--- src/rtl/pipeline_ctrl_pkg.sv ---
// pipeline_ctrl_pkg
// Shared definitions for the pipeline freeze/flush sequencer:
//   - state_t        : sequencer state encoding (RUN / MEM_WAIT / FLUSH)
//   - DEF_REG_ADDR_WIDTH : default register-index width (R0-R15)
//   - cnt_can_inc()  : saturation check for the performance counters
package pipeline_ctrl_pkg;

  localparam int DEF_REG_ADDR_WIDTH = 4;

  typedef enum logic [1:0] {
    ST_RUN      = 2'd0,
    ST_MEM_WAIT = 2'd1,
    ST_FLUSH    = 2'd2
  } state_t;

  // Returns 1 while a counter of width w (value zero-extended into v) has not
  // yet reached all-ones, i.e. while one more increment is still allowed.
  function automatic logic cnt_can_inc(input logic [31:0] v, input int w);
    logic [31:0] cap;
    cap = (w >= 32) ? '1 : ((32'd1 << w) - 32'd1);
    return (v < cap);
  endfunction

endpackage

--- src/rtl/pipeline_ctrl_hazard.sv ---
// hazard_detect
// Purely combinational RAW hazard check between the instruction in ID and the
// producers in EXE and MEM.
// Ports:
//   fwd_en        : forwarding unit active (only load-use hazards remain)
//   id_valid      : ID holds a real instruction
//   id_src1/2     : ID source registers, id_two_src qualifies id_src2
//   exe_wb_en, exe_mem_read, exe_dest : EXE producer fields
//   mem_wb_en, mem_dest               : MEM producer fields
//   data_haz      : ID must stall this cycle
module hazard_detect
  import pipeline_ctrl_pkg::*;
#(
  parameter int REG_ADDR_WIDTH = DEF_REG_ADDR_WIDTH
) (
  input  logic                      fwd_en,
  input  logic                      id_valid,
  input  logic [REG_ADDR_WIDTH-1:0] id_src1,
  input  logic [REG_ADDR_WIDTH-1:0] id_src2,
  input  logic                      id_two_src,
  input  logic                      exe_wb_en,
  input  logic                      exe_mem_read,
  input  logic [REG_ADDR_WIDTH-1:0] exe_dest,
  input  logic                      mem_wb_en,
  input  logic [REG_ADDR_WIDTH-1:0] mem_dest,
  output logic                      data_haz
);

  // R0 is never a real dependency, so a zero destination never matches.
  function automatic logic raw_hit(
    input logic [REG_ADDR_WIDTH-1:0] d,
    input logic                      valid,
    input logic [REG_ADDR_WIDTH-1:0] s1,
    input logic [REG_ADDR_WIDTH-1:0] s2,
    input logic                      two
  );
    return valid && (d != '0) && ((d == s1) || (two && (d == s2)));
  endfunction

  logic exe_hit;
  logic mem_hit;

  assign exe_hit = raw_hit(exe_dest, id_valid, id_src1, id_src2, id_two_src);
  assign mem_hit = raw_hit(mem_dest, id_valid, id_src1, id_src2, id_two_src);

  // With forwarding, only a load in EXE cannot be bypassed in time.
  assign data_haz = fwd_en ? (exe_wb_en & exe_mem_read & exe_hit)
                           : ((exe_wb_en & exe_hit) | (mem_wb_en & mem_hit));

endmodule

--- src/rtl/pipeline_ctrl.sv ---
// pipeline_ctrl
// Central freeze/flush sequencer for the 5-stage pipeline. Resolves, in fixed
// priority, data-memory wait, taken branch and RAW hazard, and keeps saturating
// stall/flush performance counters.
// Ports:
//   clk, reset (async, active-high)
//   i_Mem_Req/i_Mem_Ready       : data-memory handshake from MEM
//   i_Branch_Taken              : taken branch resolved in EXE
//   i_Forward_En, i_Id_*, i_Exe_*, i_Mem_Wb_En/i_Mem_Dest : hazard inputs
//   o_Pc_Freeze, o_If_Freeze, o_If_Flush, o_Id_Flush, o_Back_Freeze : Mealy
//   o_State                     : 0 RUN, 1 MEM_WAIT, 2 FLUSH
//   o_Stall_Cnt, o_Flush_Cnt    : saturating performance counters
module pipeline_ctrl
  import pipeline_ctrl_pkg::*;
#(
  parameter int REG_ADDR_WIDTH = DEF_REG_ADDR_WIDTH,
  parameter int FLUSH_CYCLES   = 1,
  parameter int CNT_WIDTH      = 16
) (
  input  logic                      clk,
  input  logic                      reset,
  input  logic                      i_Mem_Req,
  input  logic                      i_Mem_Ready,
  input  logic                      i_Branch_Taken,
  input  logic                      i_Forward_En,
  input  logic                      i_Id_Valid,
  input  logic [REG_ADDR_WIDTH-1:0] i_Id_Src1,
  input  logic [REG_ADDR_WIDTH-1:0] i_Id_Src2,
  input  logic                      i_Id_Two_Src,
  input  logic                      i_Exe_Wb_En,
  input  logic                      i_Exe_Mem_Read,
  input  logic [REG_ADDR_WIDTH-1:0] i_Exe_Dest,
  input  logic                      i_Mem_Wb_En,
  input  logic [REG_ADDR_WIDTH-1:0] i_Mem_Dest,
  output logic                      o_Pc_Freeze,
  output logic                      o_If_Freeze,
  output logic                      o_If_Flush,
  output logic                      o_Id_Flush,
  output logic                      o_Back_Freeze,
  output logic [1:0]                o_State,
  output logic [CNT_WIDTH-1:0]      o_Stall_Cnt,
  output logic [CNT_WIDTH-1:0]      o_Flush_Cnt
);

  // Flush cycles still owed after the branch cycle itself.
  localparam logic [2:0] REM_LOAD = 3'(FLUSH_CYCLES - 1);

  state_t               state;
  state_t               state_n;
  logic [2:0]           rem;
  logic [2:0]           rem_n;
  logic [CNT_WIDTH-1:0] stall_cnt;
  logic [CNT_WIDTH-1:0] flush_cnt;
  logic                 mem_stall;
  logic                 branch_acc;
  logic                 data_haz;

  assign mem_stall  = i_Mem_Req & ~i_Mem_Ready;
  // While memory stalls, EXE is frozen and will present the branch again.
  assign branch_acc = i_Branch_Taken & ~mem_stall;

  hazard_detect #(
    .REG_ADDR_WIDTH (REG_ADDR_WIDTH)
  ) u_hazard (
    .fwd_en       (i_Forward_En),
    .id_valid     (i_Id_Valid),
    .id_src1      (i_Id_Src1),
    .id_src2      (i_Id_Src2),
    .id_two_src   (i_Id_Two_Src),
    .exe_wb_en    (i_Exe_Wb_En),
    .exe_mem_read (i_Exe_Mem_Read),
    .exe_dest     (i_Exe_Dest),
    .mem_wb_en    (i_Mem_Wb_En),
    .mem_dest     (i_Mem_Dest),
    .data_haz     (data_haz)
  );

  // State, flush down-counter and performance counters.
  always_ff @(posedge clk or posedge reset) begin
    if (reset) begin
      state     <= ST_RUN;
      rem       <= '0;
      stall_cnt <= '0;
      flush_cnt <= '0;
    end else begin
      state <= state_n;
      rem   <= rem_n;
      if (o_Pc_Freeze && cnt_can_inc(32'(stall_cnt), CNT_WIDTH))
        stall_cnt <= stall_cnt + CNT_WIDTH'(1);
      if (branch_acc && cnt_can_inc(32'(flush_cnt), CNT_WIDTH))
        flush_cnt <= flush_cnt + CNT_WIDTH'(1);
    end
  end

  // Next-state logic.
  always_comb begin
    state_n = state;
    rem_n   = rem;
    if (mem_stall) begin
      // Remaining flush count is parked untouched until memory completes.
      state_n = ST_MEM_WAIT;
    end else if (branch_acc) begin
      rem_n   = REM_LOAD;
      state_n = (REM_LOAD != 3'd0) ? ST_FLUSH : ST_RUN;
    end else begin
      case (state)
        ST_MEM_WAIT: state_n = (rem != 3'd0) ? ST_FLUSH : ST_RUN;
        ST_FLUSH: begin
          if (rem <= 3'd1) begin
            rem_n   = 3'd0;
            state_n = ST_RUN;
          end else begin
            rem_n   = rem - 3'd1;
            state_n = ST_FLUSH;
          end
        end
        default: state_n = ST_RUN;
      endcase
    end
  end

  // Mealy outputs; freeze and IF flush are mutually exclusive by construction.
  always_comb begin
    o_Pc_Freeze   = 1'b0;
    o_If_Freeze   = 1'b0;
    o_If_Flush    = 1'b0;
    o_Id_Flush    = 1'b0;
    o_Back_Freeze = 1'b0;
    if (!reset) begin
      if (mem_stall) begin
        o_Pc_Freeze   = 1'b1;
        o_If_Freeze   = 1'b1;
        o_Back_Freeze = 1'b1;
      end else if (branch_acc || (state == ST_FLUSH)) begin
        o_If_Flush = 1'b1;
        o_Id_Flush = 1'b1;
      end else if (data_haz) begin
        // RUN rules also apply in the cycle memory completes (MEM_WAIT exit).
        o_Pc_Freeze = 1'b1;
        o_If_Freeze = 1'b1;
        o_Id_Flush  = 1'b1;
      end
    end
  end

  assign o_State     = reset ? ST_RUN : state;
  assign o_Stall_Cnt = stall_cnt;
  assign o_Flush_Cnt = flush_cnt;

endmodule
--- config.mk ---
export PLATFORM = sky130hd
export DESIGN_NAME = pipeline_ctrl
export DESIGN_NICKNAME = d
export VERILOG_FILES = /design/src/rtl/pipeline_ctrl_pkg.sv /design/src/rtl/pipeline_ctrl_hazard.sv /design/src/rtl/pipeline_ctrl.sv
export SDC_FILE = /design/constraint.sdc
export NUM_CORES = 1
export LEC_CHECK = 0
export ABC_AREA = 1
export CAP_MARGIN = 20
export CORE_ASPECT_RATIO = 0.5
export CORE_UTILIZATION = 30
export CTS_CLUSTER_SIZE = 40
export DETAILED_ROUTE_END_ITERATION = 8
export GPL_TIMING_DRIVEN = 0
export PLACE_DENSITY_LB_ADDON = 0.1
export SYNTH_ARGS = -nofsm -noshare
export SYNTH_HDL_FRONTEND = slang
export SYNTH_SLANG_ARGS = --single-unit
--- constraint.sdc ---
create_clock -name clk -period 1.8 [get_ports clk]
set_input_delay 0.27 -clock clk [delete_from_list [all_inputs] [get_ports clk]]
set_output_delay 0.27 -clock clk [all_outputs]
set_load 0.02 [all_outputs]
=== Yosys cells after proc, flatten, opt, wreduce, memory -nomap -nowiden ===
Index checks and enable logic that the tools add are counted.

* Add/subtract/negate cells: 3
* Multipliers: 0
* Divide/modulo/power cells: 0
* Order comparisons: 3
* Equal/unequal tests: 6
* Shift-type cells: 0
* Mux-type cells: 22
* Bitwise operators: 9
* Reductions and logical operators: 16

{| class="wikitable"
|+ Operators by type and width
! kind !! number
|-
| $add A16 B1 Y16 const B || 2
|-
| $lt A16 B16 Y1 const B || 2
|-
| $eq A4 B4 Y1 || 4
|-
| $mux W1 || 13
|-
| $mux W2 || 5
|-
| $mux W3 || 3
|-
| $logic_and A1 B1 Y1 || 8
|-
| $reduce_bool A4 Y1 || 2
|-
| $and A1 B1 Y1 || 6
|-
| $pmux W2 S2 || 1
|-
| $le A3 B1 Y1 const B || 1
|-
| $logic_or A1 B1 Y1 || 3
|-
| $reduce_bool A3 Y1 || 1
|-
| $sub A3 B1 Y3 const B || 1
|-
| $eq A2 B1 Y1 const B || 1
|-
| $eq A2 B2 Y1 const B || 1
|-
| $not A1 Y1 || 2
|-
| $reduce_and A2 Y1 || 1
|-
| $reduce_bool A2 Y1 || 1
|-
| $or A1 B1 Y1 || 1
|}

* Register bits: 37
* Bits in latches: 0
* Memory bits (writable): 0
* Memory bits (read-only): 0
* Input bits: 27
* Output and inout port bits: 39
* Logic and storage cells: 63
* Memories: 0

=== Longest topological paths before layout ===
* Depth in word-level cells: 12
* Depth in mapped cells: 12
* Gate-level depth less buffers: 11

=== Cells and area by module ===
From an unflattened synthesis, not the netlist that was laid out.

* Cell total of the unflattened synthesis: 409
* Area total of the unflattened synthesis: 2707.6 sq um

{| class="wikitable"
|+ Modules (own cells, without submodules)
! module !! instances !! cells each !! area an instance (sq um)
|-
| pipeline_ctrl || 1 || 335 || 2378.5
|-
| hazard_detect || 1 || 74 || 329.1
|}

=== Worst setup path after synthesis ===
OpenSTA, ideal clock, no wires.

* Path kind: in2out
* From: in reset
* To: out o_Pc_Freeze
* Data arrival time: 1.963 ns
* Data required time: 1.530 ns
* Setup slack: -0.433 ns
* Stages: 4
* Buffers on the path: 1
* Path through: inv_1 > nand2_1 > a31oi_1 > buf_4

* Word-level cells in the longest chain between the ends: 1

{| class="wikitable"
|+ RTL lines
! item !! RTL line !! text
|-
| start, declared || pipeline_ctrl.sv:21 || <nowiki>input logic reset,</nowiki>
|-
| $mux W1 || n/a ||
|-
| end, declared || pipeline_ctrl.sv:35 || <nowiki>output logic o_Pc_Freeze,</nowiki>
|}

No other way between the ends.

=== Worst setup path after layout ===
* From: reg state[1]
* To: out o_If_Freeze

* Word-level cells in the longest chain between the ends: 5

{| class="wikitable"
|+ RTL lines
! item !! RTL line !! text
|-
| start, declared || pipeline_ctrl.sv:48 || <nowiki>state_t state;</nowiki>
|-
| start signal, assigned || pipeline_ctrl.sv:86 || <nowiki>state <= state_n;</nowiki>
|-
| $eq A2 B2 Y1 || pipeline_ctrl.sv:134 || <nowiki>end else if (branch_acc || (state == ST_FLUSH)) begin</nowiki>
|-
| $logic_or A1 B1 Y1 || pipeline_ctrl.sv:134 ||
|-
| $mux W1 || pipeline_ctrl.sv:134 ||
|-
| $mux W1 || pipeline_ctrl.sv:130 || <nowiki>if (mem_stall) begin</nowiki>
|-
| $mux W1 || pipeline_ctrl.sv:129 || <nowiki>if (!reset) begin</nowiki>
|-
| end, declared || pipeline_ctrl.sv:36 || <nowiki>output logic o_If_Freeze,</nowiki>
|}

No other way between the ends.

==> impl_metrics.xml <==
<?xml version="1.0" encoding="UTF-8"?>
<metrics>
  <group name="sta">
    <metric name="rsz_0062_raised_after_global_routing" unit="">true</metric>
    <metric name="final.min_clock_period" unit="ns">1.80</metric>
    <metric name="finalHoldViolCount" unit="">0</metric>
    <metric name="setup_slack" unit="ns">-0.00475</metric>
    <metric name="max_clock_freq" unit="MHz">554</metric>
    <metric name="layout_worst_path_cycle_share" unit="%">100</metric>
    <metric name="slew_headroom" unit="%">38.7</metric>
    <metric name="tightest_slew" unit="ns">0.914</metric>
    <metric name="finalSetupViolCount" unit="">2</metric>
    <metric name="skew" unit="ns">0.00309</metric>
    <metric name="sum_neg_setup_slack" unit="ns">-0.00678</metric>
    <metric name="slew_viol_final" unit="">0</metric>
  </group>
  <group name="floorplanning">
    <metric name="number_of_i_o_pins" unit="">66</metric>
    <metric name="num_rows" unit="">23</metric>
    <metric name="core_area" unit="mm2">0.00812</metric>
    <metric name="design.die.area" unit="mm2">0.00887</metric>
    <metric name="die_height" unit="um">67.1</metric>
    <metric name="dieWidth" unit="um">132</metric>
    <metric name="floorplan.initialDensity" unit="%">31.3</metric>
  </group>
  <group name="outcome">
    <metric name="outcome" unit="">complete, but fails checks</metric>
    <metric name="violations" unit="">setup timing</metric>
  </group>
  <group name="synth">
    <metric name="synth_largest_area_cell" unit="">sky130_fd_sc_hd__dfrtp_1</metric>
    <metric name="yosys_register_bits" unit="">37</metric>
    <metric name="number_of_flops_mapped_to_enable_cells_by_yosys" unit="">0</metric>
    <metric name="synth.avg_cell_area" unit="um2">7.24</metric>
    <metric name="synthesis.yosys.warnings" unit="">0</metric>
    <metric name="syn_area" unit="mm2">0.00254</metric>
    <metric name="synth_top_cells_by_count" unit="">sky130_fd_sc_hd__nand2_1 (105), sky130_fd_sc_hd__inv_1 (41), sky130_fd_sc_hd__nor2_1 (41), sky130_fd_sc_hd__dfrtp_1 (37), sky130_fd_sc_hd__xor2_1 (26)</metric>
    <metric name="post_synth_main_area_contributors" unit="">sky130_fd_sc_hd__dfrtp_1 (36%), sky130_fd_sc_hd__nand2_1 (16%), sky130_fd_sc_hd__xor2_1 (9.0%)</metric>
    <metric name="synth_cell_type_count" unit="">28</metric>
    <metric name="yosysMostFrequentCell" unit="">sky130_fd_sc_hd__nand2_1</metric>
    <metric name="synth_top_flop_cell" unit="">sky130_fd_sc_hd__dfrtp_1</metric>
    <metric name="asyncSetResetFlopFracSynth" unit="%">100</metric>
    <metric name="synth_cells" unit="">351</metric>
    <metric name="yosys.area.top_type_share" unit="%">36.4</metric>
    <metric name="seq_area_frac_synth" unit="%">36.4</metric>
    <metric name="synth_fp_nets" unit="">385</metric>
  </group>
  <group name="power_and_ir_drop">
    <metric name="ir_drop" unit="V">0.000284</metric>
    <metric name="fin_total_pwr" unit="W">0.00307</metric>
    <metric name="power_per_cell_area" unit="mW/mm2">809</metric>
    <metric name="leakage" unit="nW">1.83</metric>
  </group>
  <group name="global_route">
    <metric name="via_count_of_the_first_global_routing_pass" unit="">2487</metric>
    <metric name="maximum_number_of_pins_on_one_net_before_global_route_repair" unit="">20</metric>
    <metric name="antenna_found_initial" unit="">0</metric>
    <metric name="grt_use_total" unit="%">16.7</metric>
    <metric name="grt.overflow.total" unit="">0</metric>
    <metric name="grt_pass1_wl" unit="um">11600</metric>
  </group>
  <group name="finish">
    <metric name="diodes" unit="">0</metric>
    <metric name="post_route_cells_drive_above_1_share" unit="%">18.7</metric>
    <metric name="utilization" unit="%">46.8</metric>
    <metric name="final_cells" unit="">561</metric>
    <metric name="nets" unit="">482</metric>
    <metric name="area_delta_synth_final" unit="%">49.3</metric>
  </group>
  <group name="place">
    <metric name="detailed_place_hpwl" unit="um">4910</metric>
    <metric name="port_buffers" unit="">65</metric>
    <metric name="dpl_worst_slack" unit="ns">-1.33</metric>
    <metric name="dp.cells" unit="">528</metric>
    <metric name="globalplace.congestion" unit="">0.853</metric>
  </group>
  <group name="worst_setup_path">
    <metric name="endpoint_arrival_time_on_the_critical_path" unit="ns">1.53</metric>
    <metric name="reg2reg_setup_slack" unit="ns">0.02</metric>
    <metric name="start_kind" unit="">flop</metric>
    <metric name="cp_slowest_stage_delay" unit="ns">0.41</metric>
    <metric name="path_class" unit="">reg -&gt; out</metric>
    <metric name="critical_path.cell_chain" unit="">ha_4 &gt; inv_4 &gt; o21ai_4 &gt; nand2_4 &gt; nand2_4 &gt; a31oi_4 &gt; buf_6 &gt; buf_6</metric>
    <metric name="crit_required" unit="ns">1.53</metric>
    <metric name="crit_path_end_kind" unit="">output port</metric>
    <metric name="critical-path-slowest-cell" unit="">sky130_fd_sc_hd__dfrtp_1</metric>
    <metric name="worst-path-max-fanout" unit="">3</metric>
  </group>
  <group name="route">
    <metric name="routed_wirelength" unit="um">6960</metric>
    <metric name="drt_first_pass_iters" unit="">4</metric>
    <metric name="drt_first_iter_violations" unit="">147</metric>
    <metric name="antenna_violating_nets_post_route" unit="">0</metric>
    <metric name="routedWlPerCell" unit="um">12.4</metric>
    <metric name="post_drt_via_cell_ratio" unit="">4.58</metric>
    <metric name="drcViolationCount" unit="">0</metric>
    <metric name="routed-via-count" unit="">2567</metric>
  </group>
  <group name="clocking">
    <metric name="tritoncts.num_buffers" unit="">5</metric>
    <metric name="clock_sink_count" unit="">37</metric>
    <metric name="clock_tree_from_tritoncts" unit="">yes</metric>
    <metric name="clock_tree.buffer_depth" unit="">2</metric>
    <metric name="worst_setup_hold_path_clk_slew" unit="ns">0.06</metric>
    <metric name="cts.root.buffer_cell" unit="">sky130_fd_sc_hd__clkbuf_16</metric>
    <metric name="cts_max_level" unit="">2</metric>
    <metric name="worstSkewPairLatency" unit="ns">0.28</metric>
    <metric name="hold_buffers" unit="">0</metric>
  </group>
  <group name="run">
    <metric name="max_cap_viol_count" unit="">0</metric>
  </group>
  <group name="min_path">
    <metric name="timing.hold.worst.class" unit="">in -&gt; reg</metric>
  </group>
</metrics>
## final cells by class
type / count / area, um2
Fill cell: 808 / 4320
Timing Repair inverter: 2 / 10.0
Timing Repair Buffer: 88 / 811
Clock buffer: 6 / 129
Buffer: 6 / 47.5
Clock inverter: 2 / 10.0
Inverter: 44 / 174
Tap cell: 112 / 140
Sequential cell: 37 / 926
Multi-Input combinational cell: 264 / 1550
## metrics by stage
step	hold WS [ns]	area, um2
2_1_floorplan	0.237	2550
6_report	0.282	3790
3_3_place_gp	0.511	3340
3_5_place_dp	0.517	3340
4_1_cts	0.367	3650
5_1_grt	0.288	3790
## per-layer routing
metal | wire length (um) | vias to the layer above | global-route usage [%] | share of wire, %
li1 | - | 1311 | - | -
met1 | 3180 | 1183 | 20.3 | 46
met2 | 3310 | 64 | 29.7 | 48
met3 | 390 | 9 | 3.58 | 5.6
met4 | 86 | 0 | 5.52 | 1.2
met5 | 0 | - | 0 | 0
## power breakdown
group / internal [W] / switching, W
combinational: 0.000500 / 0.000597
sequential: 0.000969 / 0.000170
clock: 0.000508 / 0.000326
## cell families (layout without fill, tap and decap cells)
logic type / after synthesis / count (layout) / synth area share (%)
flops: 37 / 37 / 36.4
buf+inv: 50 / 148 / 8.03
simple gates: 204 / 204 / 36.4
fa+ha+maj: 7 / 7 / 3.45
compound gates: 19 / 19 / 3.94
xor+xnor: 34 / 34 / 11.7
## worst max-delay path: cells and delay by family, from the launching register on
family          cells  cell delay [ns]
simple gates        2             0.15
flops               1             0.41
buf+inv             3             0.28
compound gates      2             0.23
fa+ha+maj           1             0.18
## sequential cells by signal (all words and copies together) (netlist names)
name and count:
state 2, rem 3, o_Flush_Cnt 16, o_Stall_Cnt 16
## path summary, 6_finish.rpt
kind	start	end	cells after the start
max	state[1]	o_If_Freeze	8
min	i_Branch_Taken	state[1]	2
max reg2reg	state[0]	state[1]	11
min reg2reg	o_Flush_Cnt[12]	o_Flush_Cnt[12]	1
max in group asynchronous	reset	o_Stall_Cnt[0]	2
min in group asynchronous	reset	o_Stall_Cnt[13]	2
## layout by cell type (no fill, tap or decap), types with 7 or more instances in the layout
cell                              synthesis  layout
sky130_fd_sc_hd__o21ai_0                 10       8
sky130_fd_sc_hd__nand2_1                105     100
sky130_fd_sc_hd__dfrtp_1                 37      37
sky130_fd_sc_hd__xnor2_1                  8       8
sky130_fd_sc_hd__buf_4                    1      23
sky130_fd_sc_hd__xor2_1                  26      26
sky130_fd_sc_hd__dlygate4sd2_1            0      10
sky130_fd_sc_hd__inv_2                    3       7
sky130_fd_sc_hd__inv_1                   41      34
sky130_fd_sc_hd__nand4_1                 20      20
sky130_fd_sc_hd__nand3_1                 18      16
sky130_fd_sc_hd__nor2_1                  41      36
sky130_fd_sc_hd__clkdlybuf4s50_1          0      37
## repair_timing
item                                    in CTS  in global routing
pin swaps                                   11                 18
endpoints found under the setup margin      23                 24
resized for setup                           55                 47
endpoints found under the hold margin        0                  0
cloned                                       2                  0
setup buffers                               18                  6
(Power assumes the default switching activity.)
